### config.mk
export PLATFORM = sky130hd
export DESIGN_NAME = muldiv_unit
export DESIGN_NICKNAME = d
export VERILOG_FILES = /design/src/rtl/muldiv_pkg.sv /design/src/rtl/muldiv_sign.sv /design/src/rtl/muldiv_unit.sv
export SDC_FILE = /design/constraint.sdc
export NUM_CORES = 1
export LEC_CHECK = 0
export CAP_MARGIN = 20
export CORE_MARGIN = 2
export CORE_UTILIZATION = 50
export DETAILED_ROUTE_END_ITERATION = 8
export PLACE_DENSITY = 0.79
export SLEW_MARGIN = 20
export SYNTH_ARGS = -nofsm -noshare
export SYNTH_HDL_FRONTEND = slang
export SYNTH_HIERARCHICAL = 1
export SYNTH_SLANG_ARGS = --single-unit
### constraint.sdc
create_clock -name clk -period 3.7 [get_ports clk]
set_input_delay 0.925 -clock clk [delete_from_list [all_inputs] [get_ports clk]]
set_output_delay 0.925 -clock clk [all_outputs]
set_load 0.01 [all_outputs]
### src/rtl/muldiv_pkg.sv
// Shared definitions for the multicycle multiply/divide engine:
// operation encodings and the sequencer state type.
package muldiv_pkg;

    localparam logic [1:0] OP_MULT  = 2'b00;
    localparam logic [1:0] OP_MULTU = 2'b01;
    localparam logic [1:0] OP_DIV   = 2'b10;
    localparam logic [1:0] OP_DIVU  = 2'b11;

    typedef enum logic [1:0] {
        StIdle,
        StCalc,
        StFix,
        StDone
    } state_e;

endpackage

### src/rtl/muldiv_sign.sv
// Sign handling for muldiv_unit: operand magnitudes and result signs at start,
// and conditional negation of the raw unsigned result at FIX.
module muldiv_sign #(
    parameter int unsigned WIDTH = 32
) (
    input  logic [WIDTH-1:0] a,
    input  logic [WIDTH-1:0] b,
    input  logic [1:0]       op,
    output logic [WIDTH:0]   mag_a,
    output logic [WIDTH:0]   mag_b,
    output logic             neg_lo,
    output logic             neg_hi,
    input  logic             fix_mul,
    input  logic             fix_neg_lo,
    input  logic             fix_neg_hi,
    input  logic [WIDTH-1:0] fix_hi,
    input  logic [WIDTH-1:0] fix_lo,
    output logic [WIDTH-1:0] res_hi,
    output logic [WIDTH-1:0] res_lo
);

    logic           signed_op;
    logic           sign_a;
    logic           sign_b;
    logic [WIDTH:0] ext_a;
    logic [WIDTH:0] ext_b;
    logic [2*WIDTH-1:0] prod;
    logic [2*WIDTH-1:0] prod_n;

    // One extra bit keeps the magnitude of the most-negative operand intact.
    always_comb begin
        signed_op = ~op[0];
        sign_a    = signed_op & a[WIDTH-1];
        sign_b    = signed_op & b[WIDTH-1];
        ext_a     = {sign_a, a};
        ext_b     = {sign_b, b};
        mag_a     = sign_a ? -ext_a : ext_a;
        mag_b     = sign_b ? -ext_b : ext_b;
        neg_lo    = sign_a ^ sign_b;
        neg_hi    = op[1] ? sign_a : (sign_a ^ sign_b);
    end

    // Products negate as one 2*WIDTH value; quotient and remainder independently.
    always_comb begin
        prod   = {fix_hi, fix_lo};
        prod_n = fix_neg_lo ? -prod : prod;
        if (fix_mul) begin
            res_hi = prod_n[2*WIDTH-1:WIDTH];
            res_lo = prod_n[WIDTH-1:0];
        end else begin
            res_hi = fix_neg_hi ? -fix_hi : fix_hi;
            res_lo = fix_neg_lo ? -fix_lo : fix_lo;
        end
    end

endmodule

### src/rtl/muldiv_unit.sv
// Shared multicycle multiply/divide engine: radix-2 shift-add multiply and
// restoring divide, one bit per cycle, with start/done handshake into HI/LO.
module muldiv_unit
    import muldiv_pkg::*;
#(
    parameter int unsigned WIDTH = 32
) (
    input  logic             clk,
    input  logic             reset,
    input  logic             start,
    input  logic [1:0]       op,
    input  logic [WIDTH-1:0] a,
    input  logic [WIDTH-1:0] b,
    output logic             busy,
    output logic             done,
    output logic             div_zero,
    output logic [WIDTH-1:0] hi,
    output logic [WIDTH-1:0] lo
);

    localparam int unsigned CntW = $clog2(WIDTH) + 1;

    state_e            state_q, state_d;
    logic [1:0]        op_q, op_d;
    logic              neg_lo_q, neg_lo_d;
    logic              neg_hi_q, neg_hi_d;
    logic [WIDTH:0]    mag_a_q, mag_a_d;
    logic [WIDTH:0]    mag_b_q, mag_b_d;
    logic [WIDTH:0]    acc_q, acc_d;
    logic [WIDTH-1:0]  mq_q, mq_d;
    logic [CntW-1:0]   cnt_q, cnt_d;
    logic [WIDTH-1:0]  hi_q, hi_d;
    logic [WIDTH-1:0]  lo_q, lo_d;
    logic              div_zero_q, div_zero_d;

    logic [WIDTH:0]    in_mag_a;
    logic [WIDTH:0]    in_mag_b;
    logic              in_neg_lo;
    logic              in_neg_hi;
    logic [WIDTH-1:0]  res_hi;
    logic [WIDTH-1:0]  res_lo;

    logic [WIDTH:0]    mul_sum;
    logic [WIDTH:0]    div_shift;
    logic [WIDTH:0]    div_sub;
    logic              div_ge;

    muldiv_sign #(
        .WIDTH(WIDTH)
    ) u_sign (
        .a          (a),
        .b          (b),
        .op         (op),
        .mag_a      (in_mag_a),
        .mag_b      (in_mag_b),
        .neg_lo     (in_neg_lo),
        .neg_hi     (in_neg_hi),
        .fix_mul    (~op_q[1]),
        .fix_neg_lo (neg_lo_q),
        .fix_neg_hi (neg_hi_q),
        .fix_hi     (acc_q[WIDTH-1:0]),
        .fix_lo     (mq_q),
        .res_hi     (res_hi),
        .res_lo     (res_lo)
    );

    // Multiply: acc holds the running upper half, mq the multiplier shifting out.
    // Divide: acc holds the partial remainder, mq the dividend shifting out and
    // the quotient shifting in.
    always_comb begin
        mul_sum   = acc_q + (mq_q[0] ? mag_a_q : '0);
        div_shift = {acc_q[WIDTH-1:0], mq_q[WIDTH-1]};
        div_ge    = (div_shift >= mag_b_q);
        div_sub   = div_shift - mag_b_q;
    end

    always_comb begin
        state_d    = state_q;
        op_d       = op_q;
        neg_lo_d   = neg_lo_q;
        neg_hi_d   = neg_hi_q;
        mag_a_d    = mag_a_q;
        mag_b_d    = mag_b_q;
        acc_d      = acc_q;
        mq_d       = mq_q;
        cnt_d      = cnt_q;
        hi_d       = hi_q;
        lo_d       = lo_q;
        div_zero_d = 1'b0;

        unique case (state_q)
            StIdle, StDone: begin
                state_d = StIdle;
                if (start) begin
                    op_d     = op;
                    mag_a_d  = in_mag_a;
                    mag_b_d  = in_mag_b;
                    neg_lo_d = in_neg_lo;
                    neg_hi_d = in_neg_hi;
                    acc_d    = '0;
                    cnt_d    = '0;
                    mq_d     = op[1] ? in_mag_a[WIDTH-1:0] : in_mag_b[WIDTH-1:0];
                    if (op[1] && (b == '0)) begin
                        state_d    = StDone;
                        div_zero_d = 1'b1;
                    end else begin
                        state_d = StCalc;
                    end
                end
            end
            StCalc: begin
                if (op_q[1]) begin
                    acc_d = div_ge ? div_sub : div_shift;
                    mq_d  = {mq_q[WIDTH-2:0], div_ge};
                end else begin
                    {acc_d, mq_d} = {mul_sum, mq_q} >> 1;
                end
                cnt_d = cnt_q + 1'b1;
                if (cnt_q == CntW'(WIDTH - 1)) begin
                    state_d = StFix;
                end
            end
            StFix: begin
                hi_d    = res_hi;
                lo_d    = res_lo;
                state_d = StDone;
            end
            default: state_d = StIdle;
        endcase
    end

    always_ff @(posedge clk) begin
        if (reset) begin
            state_q    <= StIdle;
            op_q       <= OP_MULT;
            neg_lo_q   <= 1'b0;
            neg_hi_q   <= 1'b0;
            mag_a_q    <= '0;
            mag_b_q    <= '0;
            acc_q      <= '0;
            mq_q       <= '0;
            cnt_q      <= '0;
            hi_q       <= '0;
            lo_q       <= '0;
            div_zero_q <= 1'b0;
        end else begin
            state_q    <= state_d;
            op_q       <= op_d;
            neg_lo_q   <= neg_lo_d;
            neg_hi_q   <= neg_hi_d;
            mag_a_q    <= mag_a_d;
            mag_b_q    <= mag_b_d;
            acc_q      <= acc_d;
            mq_q       <= mq_d;
            cnt_q      <= cnt_d;
            hi_q       <= hi_d;
            lo_q       <= lo_d;
            div_zero_q <= div_zero_d;
        end
    end

    assign busy     = (state_q == StCalc) || (state_q == StFix);
    assign done     = (state_q == StDone);
    assign div_zero = div_zero_q;
    assign hi       = hi_q;
    assign lo       = lo_q;

endmodule

# [Yosys cells after proc, flatten, opt, wreduce, memory -nomap -nowiden]
# Cells that the tools add are included.
[totals] word_cells=66 in_bits=69 out_inout_bits=67 register_bits=208
[classes] add_sub_neg=8 n_bitwise=6 muxes=24 n_eq_ne=6 n_reduce_logical=9 order_cmp=1
[op_table] op="$mux W32" count=7
[op_table] op="$mux W33" count=6
[op_table] op="$neg A33 Y33" count=2
[op_table] op="$pmux W33 S2" count=1
[op_table] op="$mux W64" count=1
[op_table] op="$neg A32 Y32" count=2
[op_table] op="$neg A64 Y64" count=1
[op_table] op="$pmux W32 S2" count=1
[op_table] op="$add A33 B33 Y33" count=1
[op_table] op="$ge A33 B33 Y1" count=1
[op_table] op="$sub A33 B33 Y33" count=1
[op_table] op="$logic_not A32 Y1" count=1
[op_table] op="$pmux W6 S2" count=1
[op_table] op="$add A6 B1 Y6 const B" count=1
[op_table] op="$eq A6 B5 Y1 const B" count=1
[op_table] op="$mux W2" count=3
[op_table] op="$mux W6" count=1
[op_table] op="$pmux W2 S3" count=1
[op_table] op="$eq A2 B2 Y1 const B" count=2
[op_table] op="$ne A2 B2 Y1 const B" count=2
[op_table] op="$reduce_and A2 Y1" count=2
[op_table] op="$not A1 Y1" count=3
[op_table] op="$reduce_or A3 Y1" count=1
[op_table] op="$and A1 B1 Y1" count=2
[op_table] op="other kinds (8)" count=9

# [Logic depth before layout (Yosys ltp)]
# Gate-level depths: netlist of run 1.
[logic_depth] word_depth=7 ltp_mapped=14

# [Modules after synthesis]
# The synthesis of run 1 kept the hierarchy.
[by_module_without_submodules] module="muldiv_unit" instances=1 area_each_um2=12572.1 cells_per_inst=1573
[by_module_without_submodules] module="muldiv_sign" instances=1 area_each_um2=2900.3 cells_per_inst=440

# [Least setup slack after synthesis of run 1]
# OpenSTA, ideal clock, no wires.
[synth_path] path_type="in2reg" from="input port b[15]" to="register mq_q[28]" stages=11 t_arrival_ns=3.305 setup_ns=0.128 path_buffers=0 setup_slack_ns=0.267 cell_sequence="or3_4 or4_1 or4_4 or3_4 o21ai_2 xnor2_1 nor2b_1 a211oi_1 a211oi_1 a21oi_1 nor2_1"
[synth_between] elab_chain_cells=5
[synth_rtl] item="start, declared" line="muldiv_unit.sv:13" source="input logic [WIDTH-1:0] b,"
[synth_rtl] item="$neg A33 Y33" line="muldiv_sign.sv:38" source="mag_b = sign_b ? -ext_b : ext_b;"
[synth_rtl] item="$mux W33" line="muldiv_sign.sv:38"
[synth_rtl] item="named net in_mag_b[28]" line="muldiv_unit.sv:37" source="logic [WIDTH:0] in_mag_b;"
[synth_rtl] item="$mux W32" line="muldiv_unit.sv:102" source="mq_d = op[1] ? in_mag_a[WIDTH-1:0] : in_mag_b[WIDTH-1:0];"
[synth_rtl] item="$mux W32" line="muldiv_unit.sv:94" source="if (start) begin"
[synth_rtl] item="$pmux W32 S2" line="muldiv_unit.sv:91" source="unique case (state_q)"
[synth_rtl] item="end signal, assigned" line="muldiv_unit.sv:154" source="mq_q <= mq_d;"
[synth_rtl] item="end, declared" line="muldiv_unit.sv:30" source="logic [WIDTH-1:0] mq_q, mq_d;"
# The timed path passes the listed nets, and every way through them passes these cells. The select of a mux whose other input is x is not followed.
# A chain may end at the register's enable or synchronous reset.

# [Final worst setup path of run 1]
[layout_path] from="input port b[13]" to="register mq_q[28]"
# Same word-level chain as after synthesis.

==> results of run 1 <==
## metal layers
metal  up-vias  track usage  routed length (um)
met3       106       0.0375                3890
li1       7576            -                   -
met1      7365        0.414               22300
met4         0       0.0972                1850
met5         -            0                   0
met2       725        0.493               22900
## repair_timing
item	CTS	global route
endpoints found under the setup margin	0	1
resized for setup	0	1
setup buffers	0	0
## state kept, by name, indices dropped and copies added (netlist names)
signal	flops
mag_b_q	33
div_zero	1
neg_lo_q	1
cnt_q	6
acc_q	33
mq_q	32
neg_hi_q	1
state_q	2
lo	32
mag_a_q	33
op_q	1
hi	32
## through the flow
stage	TNS, ns	util	total power (uW)	std cells	instance area (um2)
after floorplan	0	-	6390	2014	15500
after global placement	-2.19	0.592	7950	2576	18000
after detailed placement	-3.56	0.592	8050	2576	18000
after CTS	0	0.621	10700	2621	18900
after global routing	0	0.621	11400	2622	19000
final	0	0.621	10800	2622	19000
## cells in the mapped netlist, types with 4 or more instances
cell / instances
o21bai_1: 6
nor3b_1: 7
mux2i_1: 119
buf_1: 11
nor3_1: 27
a21oi_1: 200
or4_1: 16
buf_4: 6
inv_1: 66
nor4_1: 23
nand2_1: 242
ha_1: 73
o21a_1: 12
a31oi_1: 21
a21boi_0: 4
o41ai_1: 13
dfxtp_1: 207
or3_1: 19
o21ai_0: 53
a22oi_1: 18
a221o_1: 5
nand4_1: 14
xor2_1: 75
o2111ai_1: 4
nand3_1: 26
o211ai_1: 12
a41oi_1: 4
and3_1: 16
a21o_1: 33
o31ai_1: 24
or2_2: 4
a211oi_1: 69
nor2_1: 180
nor2b_1: 41
o221ai_1: 4
nand2b_1: 15
and2_1: 44
o21ai_1: 40
xnor2_1: 94
clkbuf_1: 94
o21ai_2: 4
## power groups by stage
stage               logic, uW  clock network, uW  registers (uW)
detailed placement       5130                  0            2920
global route             5700               2750            2920
floorplan                3520                  0            2870
global placement         5050                  0            2900
CTS                      5180               2670            2870
finish                   5290               2640            2880
## worst min-delay path, stage by stage, from the launching register on
cell and delay, ns:
dfxtp_1 0.30, nand2_1 0.05, a21oi_1 0.05
## cells by family (layout without fill, tap and decap cells)
kind of cell / Yosys count / count (layout) / synth area share
compound gates: 563 / 563 / 0.234
xor+xnor: 169 / 169 / 0.0957
fa+ha+maj: 75 / 75 / 0.0616
buf+inv: 184 / 396 / 0.0479
flops: 207 / 207 / 0.268
mux: 121 / 121 / 0.0784
other cells: 1 / 2 / 0.000242
simple gates: 693 / 693 / 0.214
## worst min-delay path by stage
stage          slack, ns          end        start
2_1_floorplan       0.43   mag_a_q[0]   mag_a_q[0]
3_3_place_gp        0.44   mag_a_q[0]   mag_a_q[0]
3_5_place_dp        0.44  mag_a_q[15]  mag_a_q[15]
4_1_cts             0.45  mag_a_q[15]  mag_a_q[15]
5_1_grt             0.47  mag_a_q[24]  mag_a_q[24]
6_report            0.45  mag_a_q[23]  mag_a_q[23]
## final cells by class
class / instances / area, um2
Fill cell: 2665 / 11500
Multi-Input combinational cell: 1623 / 10600
Sequential cell: 207 / 4150
Timing Repair Buffer: 285 / 2560
Clock buffer: 35 / 713
Tap cell: 396 / 495
Inverter: 66 / 248
Clock inverter: 10 / 171
==> metrics.yaml, run 1 <==
status: "finished, final reports clean"
grt_setup_unrepaired: "no"
grt_max_degree: 175
maxSlewHeadroom: 0.419
viasPerCell: 6.02
numPortBuffers: 135
synth_enable_flop_cells: 0
ys_seq_area_frac: 0.268
p_leak_uw: 0.00784
cp-start-kind: "input pin"
clkTransAtPathRegs_ns: 0.06
final_max_slew_viol_count: 0
synth_flop_cell: "dfxtp_1"
crit_family: "simple AND/OR/NAND/NOR gates"
cap_violations: 0
rr_worst_depth: 13
yosysWarnings: 6
final_antenna_net_count: 0
switching_power_uw: 4560
synthesis.area_um2: 15500
yosysUniqueCellTypes: 85
worst_slew_pin_slew_ns: 0.868
fin_nets: 2352
synth.top_cells.by_area: "dfxtp_1 27%, mux2i_1 7.7%, a21oi_1 6.5%, ha_1 5.9%, nand2_1 5.9%"
vdd_drop_max_mv: 0.510
power_frac_clock: 0.244
arrival_ns: 3.94
first_pass_iters: 5
p_int_uw: 6260
areaGrowthSynthToFinish_pct: 22.5
cp-end-kind: "flip-flop"
cp_slowest_stage_delay_ns: 0.47
ys_seq_elements: 207
num_antenna_cells: 0
finalCritPeriodShare: 0.959
share_seq_of_total_power: 0.266
worst-path-buf-inv: 1
hold-path-cell-count: 2
dp_worst_setup_slack_ns: -0.387
r2r-start: "mq_q[0]"
drive_above_1_share: 0.104
combPwrFrac: 0.489
switching_share: 0.421
crit_type: "in -> reg"
async_reset_ff_frac: 0
crit_path_start: "b[13]"
overflow: 0
cts_hold_buf: 0
drcViolationCount: 0
coreArea_um2: 30500
worstPathRequired_ns: 4.10
hold_viol_final: 0
clock_sinks: 207
dp_hpwl_um: 39100
fp.dieH_um: 180
clock_latency_ns: 0.54
cts_root_buf: "clkbuf_16"
cts.path.max_buffers: 3
wirelength_um: 50900
fp.dieW_um: 180
endpoint: "mq_q[28]"
grt_antenna_before_repair: 0
holdWs_ns: 0.451
netlist.area_leader.share: 0.268
crit_chain: "clkdlybuf4s50_1, or3_4, or4_1, or4_4, or3_4, o21ai_2, xnor2_1, nor2b_1, a211oi_1, a211oi_1, a21oi_1, nor2_1"
final_common_cell: "nand2_1"
mostFrequentLayoutCells: "241 x nand2_1, 206 x dfxtp_1, 200 x a21oi_1"
numCtsBuffers: 25
gp_congestion: 0.942
htree_num_levels: 1
tritoncts: "built"
setup_viol: 0
syn_inst: 2013
p_per_area_nw_per_um2: 571
synth_top_area_cell: "dfxtp_1"
period_needed_ns: 3.55
max_freq_ghz: 0.282
wl_per_cell_um: 19.4
worstReg2RegEnd: "acc_q[27]"
initial_core_util: 0.507
drt_iter0_markers: 1495
path_max_fanout: 4
worst-path-stages: 12
hp-class: "reg -> reg"
num_io_pins: 136
avgSynthCellArea_um2: 7.69
finalClockSkew_ns: 0.0140
num_rows: 64
fin_ws_ns: 0.153
dieArea_um2: 32400
grt_pass1_vias: 14800
via_count: 15800
regToRegSetupSlack_ns: 0.29
grt_pass1_wl_um: 80400
slowest_stage: "or4_4"
grt_usage: 0.302
No activity file was read; power rests on OpenSTA's default activity.
==> run 2, diff against run 1 <==
--- a/config.mk
+++ b/config.mk
@@ -8,9 +8,9 @@
 export CAP_MARGIN = 20
 export CORE_MARGIN = 2
 export CORE_UTILIZATION = 50
+export CTS_CLUSTER_DIAMETER = 40
 export DETAILED_ROUTE_END_ITERATION = 8
 export PLACE_DENSITY = 0.79
-export SLEW_MARGIN = 20
 export SYNTH_ARGS = -nofsm -noshare
 export SYNTH_HDL_FRONTEND = slang
 export SYNTH_HIERARCHICAL = 1
==> run 2 against run 1 <==
Non-clock buffer count unchanged. Clock power increased by 28%. Combinational power about the same. First-iteration DRC count increased by 0.47%. Sequential share of layout area decreased by 0.44 points. Via count about the same. Cell count increased by 0.80%. Utilization increased by 1.3 points.
==> metrics.yaml, run 2 (synthesis gave the netlist of run 1 again) <==
status: "finished, final reports clean"
p_per_area_nw_per_um2: 597  # +4.7%
cts_resized: 0  # unchanged
setup_viol: 0  # unchanged
arrival_ns: 3.95  # about the same
drcViolationCount: 0  # unchanged
overflow: 0  # unchanged
r2r-start: "mq_q[0]"
dp_hpwl_um: 39100  # unchanged
dieArea_um2: 32400  # unchanged
finalCritPeriodShare: 0.965  # +0.00662
areaGrowthSynthToFinish_pct: 25.0
viasPerCell: 5.97  # -0.72%
share_seq_of_total_power: 0.249  # -0.017
clock_sinks: 207  # unchanged
num_io_pins: 136  # unchanged
numPortBuffers: 135  # unchanged
cp-end-kind: "flip-flop"
wl_per_cell_um: 19.2  # -0.79%
drive_above_1_share: 0.115  # +0.0110
period_needed_ns: 3.57  # +0.0245 ns
clock_latency_ns: 0.54  # about the same
cts_setup_buffers: 0  # unchanged
hp-class: "reg -> reg"
worst_slew_pin_slew_ns: 0.840  # -0.0278 ns
combPwrFrac: 0.457  # -0.032
grt_antenna_before_repair: 0  # unchanged
htree_num_levels: 2  # +1
final_common_cell: "nand2_1"
path_max_fanout: 4  # unchanged
numCtsBuffers: 36  # +44%
crit_type: "in -> reg"
regToRegSetupSlack_ns: 0.31  # +0.02 ns
crit_path_start: "b[15]"
cp-start-kind: "input pin"
fillers: 2622  # -1.6%
final_antenna_net_count: 0  # unchanged
p_leak_uw: 0.00802  # +2.2%
grt_usage: 0.303  # +0.00157
num_antenna_cells: 0  # unchanged
gp_congestion: 0.942  # unchanged
max_freq_ghz: 0.280  # -0.69%
drt_iter0_markers: 1502  # +0.47%
cts.path.max_buffers: 3  # unchanged
cts_root_buf: "clkbuf_16"
final_max_slew_viol_count: 0  # unchanged
holdWs_ns: 0.451  # +0.000238 ns
p_int_uw: 6640  # +6.0%
reg_top3: "acc_q: 33 flops, mag_a_q: 33 flops, mag_b_q: 33 flops"
mostFrequentLayoutCells: "241 x nand2_1, 206 x dfxtp_1, 200 x a21oi_1"
hold_viol_final: 0  # unchanged
fp.dieH_um: 180  # unchanged
switching_share: 0.426  # +0.00442
first_pass_iters: 6  # +1
cap_violations: 0  # unchanged
clkTransAtPathRegs_ns: 0.06  # about the same
hold_start: "mag_a_q[24]"
maxSlewHeadroom: 0.438  # +0.0186
finalClockSkew_ns: 0.0308  # +0.0168 ns
finalSetupTns_ns: 0  # unchanged
grt_pass1_vias: 14700  # -0.33%
coreArea_um2: 30500  # unchanged
grt_max_degree: 175  # unchanged
initial_core_util: 0.507  # unchanged
cts_hold_buf: 0  # unchanged
num_rows: 64  # unchanged
fp.dieW_um: 180  # unchanged
tritoncts: "built"
worstPathRequired_ns: 4.08  # -0.02 ns
wirelength_um: 50900  # about the same
via_count: 15800  # +0.076%
grt_setup_unrepaired: "no"
vdd_drop_max_mv: 0.490  # -3.9%
grt_pass1_wl_um: 80400  # about the same
fin_nets: 2363  # +0.47%
switching_power_uw: 4920  # +7.9%
power_frac_clock: 0.294  # +0.050
## run 2: path summary, 6_finish.rpt
| kind | depth (start not counted) | to |
|---|---|---|
| hold / removal | 2 | mag_a_q[24] |
| setup reg to reg | 13 | acc_q[27] |
| setup / recovery | 12 | mq_q[24] |
| hold reg to reg | 2 | mag_a_q[24] |
## run 2: area by class of cell
class | instances | area (um2) | area share
multi-input combinational | 1623 | 10600 | 0.550
timing repair buffer | 285 | 2560 | 0.132
clock inverter | 28 | 338 | 0.0175
tap | 396 | 495 | 0.0256
sequential | 207 | 4150 | 0.214
clock buffer | 38 | 928 | 0.0480
inverter | 66 | 248 | 0.0128
## run 2: power by group through the flow
stage / Sequential (uW) / Combinational [uW] / Clock (uW)
finish: 2880 / 5280 / 3390
global route: 2920 / 5710 / 3530
CTS: 2870 / 5170 / 3440
detailed placement: 2920 / 5130 / 0
global placement: 2900 / 5050 / 0
floorplan: 2870 / 3520 / 0
## run 2: metrics by stage
stage          area [um2]  instances  worst slack [ns]  utilization  total power, uW
3_5_place_dp        18000       2576            -0.387        0.592             8050
3_3_place_gp        18000       2576            -0.312        0.592             7950
4_1_cts             19300       2642             0.159        0.633            11500
6_report            19300       2643             0.129        0.634            11600
2_1_floorplan       15500       2014             0.267            -             6390
5_1_grt             19300       2643           0.00381        0.634            12200
## run 2: worst max-delay path, cell delays in order
cell and delay (ns):
clkdlybuf4s50_1 0.42, or3_4 0.39, or4_1 0.44, or4_4 0.47
or3_4 0.43, o21ai_2 0.14, xnor2_1 0.10, nor2b_1 0.14
a211oi_1 0.21, a211oi_1 0.08, a21oi_1 0.15, nor2_1 0.05
## run 2: metal layers
metal,share of wire,GRT usage,vias to the layer above
met4,0.029,0.0872,0
met5,0,0,-
li1,-,-,7607
met1,0.43,0.414,7382
met2,0.46,0.498,697
met3,0.083,0.0438,98
==> run 3, diff against run 2 <==
--- a/config.mk
+++ b/config.mk
@@ -5,12 +5,13 @@
 export SDC_FILE = /design/constraint.sdc
 export NUM_CORES = 1
 export LEC_CHECK = 0
+export ABC_AREA = 1
 export CAP_MARGIN = 20
 export CORE_MARGIN = 2
 export CORE_UTILIZATION = 50
 export CTS_CLUSTER_DIAMETER = 40
 export DETAILED_ROUTE_END_ITERATION = 8
-export PLACE_DENSITY = 0.79
+export PLACE_DENSITY = 0.78
 export SYNTH_ARGS = -nofsm -noshare
 export SYNTH_HDL_FRONTEND = slang
 export SYNTH_HIERARCHICAL = 1
==> run 3 against run 2 <==
Cell count grew 43%. Register-to-register slack gained 0.28 ns. Largest power group unchanged. Sequential power grew 30%. Total power grew 34%. Critical path type is now reg -> reg. Maximum frequency grew 15%. Clock power grew 7.1%. Via count grew 36%. Synthesized area grew 18%. Die area grew 18%. Largest cell class unchanged.
==> metrics.yaml, run 3 <==
clock_sinks: 207  # unchanged
slowest_stage: "dfxtp_1"
synth_top_area_cell: "dfxtp_1"
coreArea_um2: 36300  # +19%
clock_latency_ns: 0.56  # +0.02 ns
cts_root_buf: "clkbuf_16"
fp.dieH_um: 195  # +8.6%
fin_nets: 3437  # +45%
num_rows: 70  # +9.4%
cpMostUsedCell: "nand2_1"
fin_ws_ns: 0.585  # +0.456 ns
grt_setup_unrepaired: "no"
final_common_cell: "nand2_1"
finalSetupTns_ns: 0  # unchanged
synth.top_cells.by_area: "dfxtp_1 23%, nand2_1 16%, nor2_1 11%, inv_1 9.0%, o21ai_0 8.1%"
holdWs_ns: 0.467  # +0.0152 ns
numPortBuffers: 135  # unchanged
cp-start-kind: "flip-flop"
initial_core_util: 0.503  # -0.00369
cts_hold_buf: 0  # unchanged
yosysWarnings: 6  # unchanged
synth_enable_flop_cells: 0  # unchanged
worst_slew_pin_slew_ns: 1.01  # +0.165 ns
reg_top3: "acc_q: 33 flops, mag_a_q: 33 flops, mag_b_q: 33 flops"
cts_setup_buffers: 0  # unchanged
wl_per_cell_um: 18.9  # -1.7%
status: "finished, final reports clean"
setup_viol: 0  # unchanged
viasPerCell: 5.65  # -5.4%
via_count: 21400  # +36%
dp_hpwl_um: 56200  # +44%
syn_inst: 3176  # +58%
finalClockSkew_ns: 0.0182  # -0.0126 ns
finalNonFillerCells: 3789  # +43%
finalCritPeriodShare: 0.842  # -0.123
tritoncts: "built"
first_pass_iters: 8  # +2
path_max_fanout: 17  # +13
vdd_drop_max_mv: 0.513  # +4.7%
drcViolationCount: 0  # unchanged
hp-class: "reg -> reg"
grt_usage: 0.373  # +0.0693
htree_num_levels: 2  # unchanged
num_antenna_cells: 0  # unchanged
hold_viol_final: 0  # unchanged
areaGrowthSynthToFinish_pct: 17.6
final_antenna_net_count: 0  # unchanged
clkTransAtPathRegs_ns: 0.06  # about the same
wirelength_um: 71700  # +41%
grt_antenna_before_repair: 0  # unchanged
fp.dieW_um: 195  # +8.6%
num_io_pins: 136  # unchanged
gp_congestion: 1.03  # +9.0%
yosysUniqueCellTypes: 52  # -39%
drive_above_1_share: 0.0647  # -0.0501
grt_pass1_vias: 20000  # +36%
overflow: 0  # unchanged
grt_max_degree: 125  # -29%
crit_chain: "nand2_1, inv_1, ha_1, inv_1, fa_1, inv_1, nand3_1, nand3_1, nand2_1, nand2_1, nand2_1, nand2_1, nand2_1, nand3_1, nand3_1, nand2_1, inv_1, nand2_1, a21oi_1"
period_needed_ns: 3.11  # -0.456 ns
yosys.cell_count.top_type: "nand2_1"
numCtsBuffers: 37  # +2.8%
cp-end-kind: "flip-flop"
mostFrequentLayoutCells: "766 x nand2_1, 529 x nor2_1, 439 x inv_1"
avgSynthCellArea_um2: 5.76  # -25%
cp_slowest_stage_delay_ns: 0.71  # +0.24 ns
synth_commonest_cells: "767 x nand2_1, 530 x nor2_1, 440 x inv_1"
grt_pass1_wl_um: 111000  # +38%
final_max_slew_viol_count: 0  # unchanged
p_leak_uw: 0.0110  # +37%
synth_flop_cell: "dfxtp_1"
ys_seq_elements: 207  # unchanged
synthesis.area_um2: 18300  # +18%
max_freq_ghz: 0.321  # +15%
drt_iter0_markers: 2241  # +49%
placed_cells: 3722  # +44%
async_reset_ff_frac: 0  # unchanged
maxSlewHeadroom: 0.329  # -0.109
dieArea_um2: 38100  # +18%
p_per_area_nw_per_um2: 722  # +21%
ys_seq_area_frac: 0.226  # -0.0414
cts.path.max_buffers: 3  # unchanged
arrival_ns: 3.53  # -0.42 ns
netlist.area_leader.share: 0.226  # -0.0414
dp_worst_setup_slack_ns: 0.433  # +0.820 ns
cts_resized: 0  # unchanged
crit_type: "reg -> reg"
cap_violations: 0  # unchanged
worstPathRequired_ns: 4.11  # +0.03 ns
p_total_uw: 15500  # +34%
[run 3: cell count changes after synthesis, sizes merged, moves of 70 or more]
cell,previous run,this run
a211oi,71,1
nor2,180,557
nand2,243,789
inv,66,459
o21ai,97,303
nand3,26,191
mux2i,119,0
[run 3: per-stage QoR]
stage | instance area, um2 | util
2_1_floorplan | 18300 | -
3_3_place_gp | 20200 | 0.556
3_5_place_dp | 20200 | 0.556
4_1_cts | 21500 | 0.592
5_1_grt | 21500 | 0.592
6_report | 21500 | 0.592
[run 3: logic make-up (layout without fill, tap and decap cells)]
group / Yosys count / in the layout / synth area share
AO/OA/AOI/OAI: 555 / 555 / 0.165
buffers and inverters: 575 / 719 / 0.122
AND/OR/NAND/NOR: 1648 / 1648 / 0.379
XOR/XNOR: 115 / 115 / 0.0550
flip-flops: 207 / 207 / 0.226
adder cells (fa/ha/maj): 75 / 75 / 0.0521
other: 1 / 2 / 0.000205
[run 3: layout make-up]
cell class	instances	area, um2
inverters	460	1730
well taps	468	586
fillers	3690	14800
flip-flops and latches	207	4140
multi-input cells	2395	12000
clock buffers	43	990
clock inverters	24	322
repair buffers	192	1790
[run 3: path summary, 6_finish.rpt]
kind	slack, ns	startpoint	end	depth (start not counted)
hold reg to reg	0.47	mag_b_q[2]	mag_b_q[2]	2
setup reg to reg	0.59	mq_q[0]	acc_q[21]	19
setup / recovery	0.59	mq_q[0]	acc_q[21]	19
hold / removal	0.47	mag_b_q[2]	mag_b_q[2]	2
[run 3: worst max-delay path, delay by kind of cell (launching register included)]
kind                     cells  cell delay, ns
buffers and inverters        4            0.31
flip-flops                   1            0.71
adder cells (fa/ha/maj)      2            0.59
AND/OR/NAND/NOR             12            1.31
AO/OA/AOI/OAI                1            0.06
[run 3: power breakdown]
group	total, uW	switching (uW)	internal [uW]
clock network	3630	1360	2270
registers	3740	770	2970
logic	8160	5430	2730
total	15500	7560	7960
[run 3: metal layers]
| metal | global-route usage | routed length [um] | vias to the layer above |
|---|---|---|---|
| met3 | 0.0537 | 6270 | 198 |
| met1 | 0.502 | 30500 | 9749 |
| li1 | - | - | 10400 |
| met5 | 0 | 0 | - |
| met4 | 0.173 | 3510 | 0 |
| met2 | 0.589 | 31300 | 1112 |
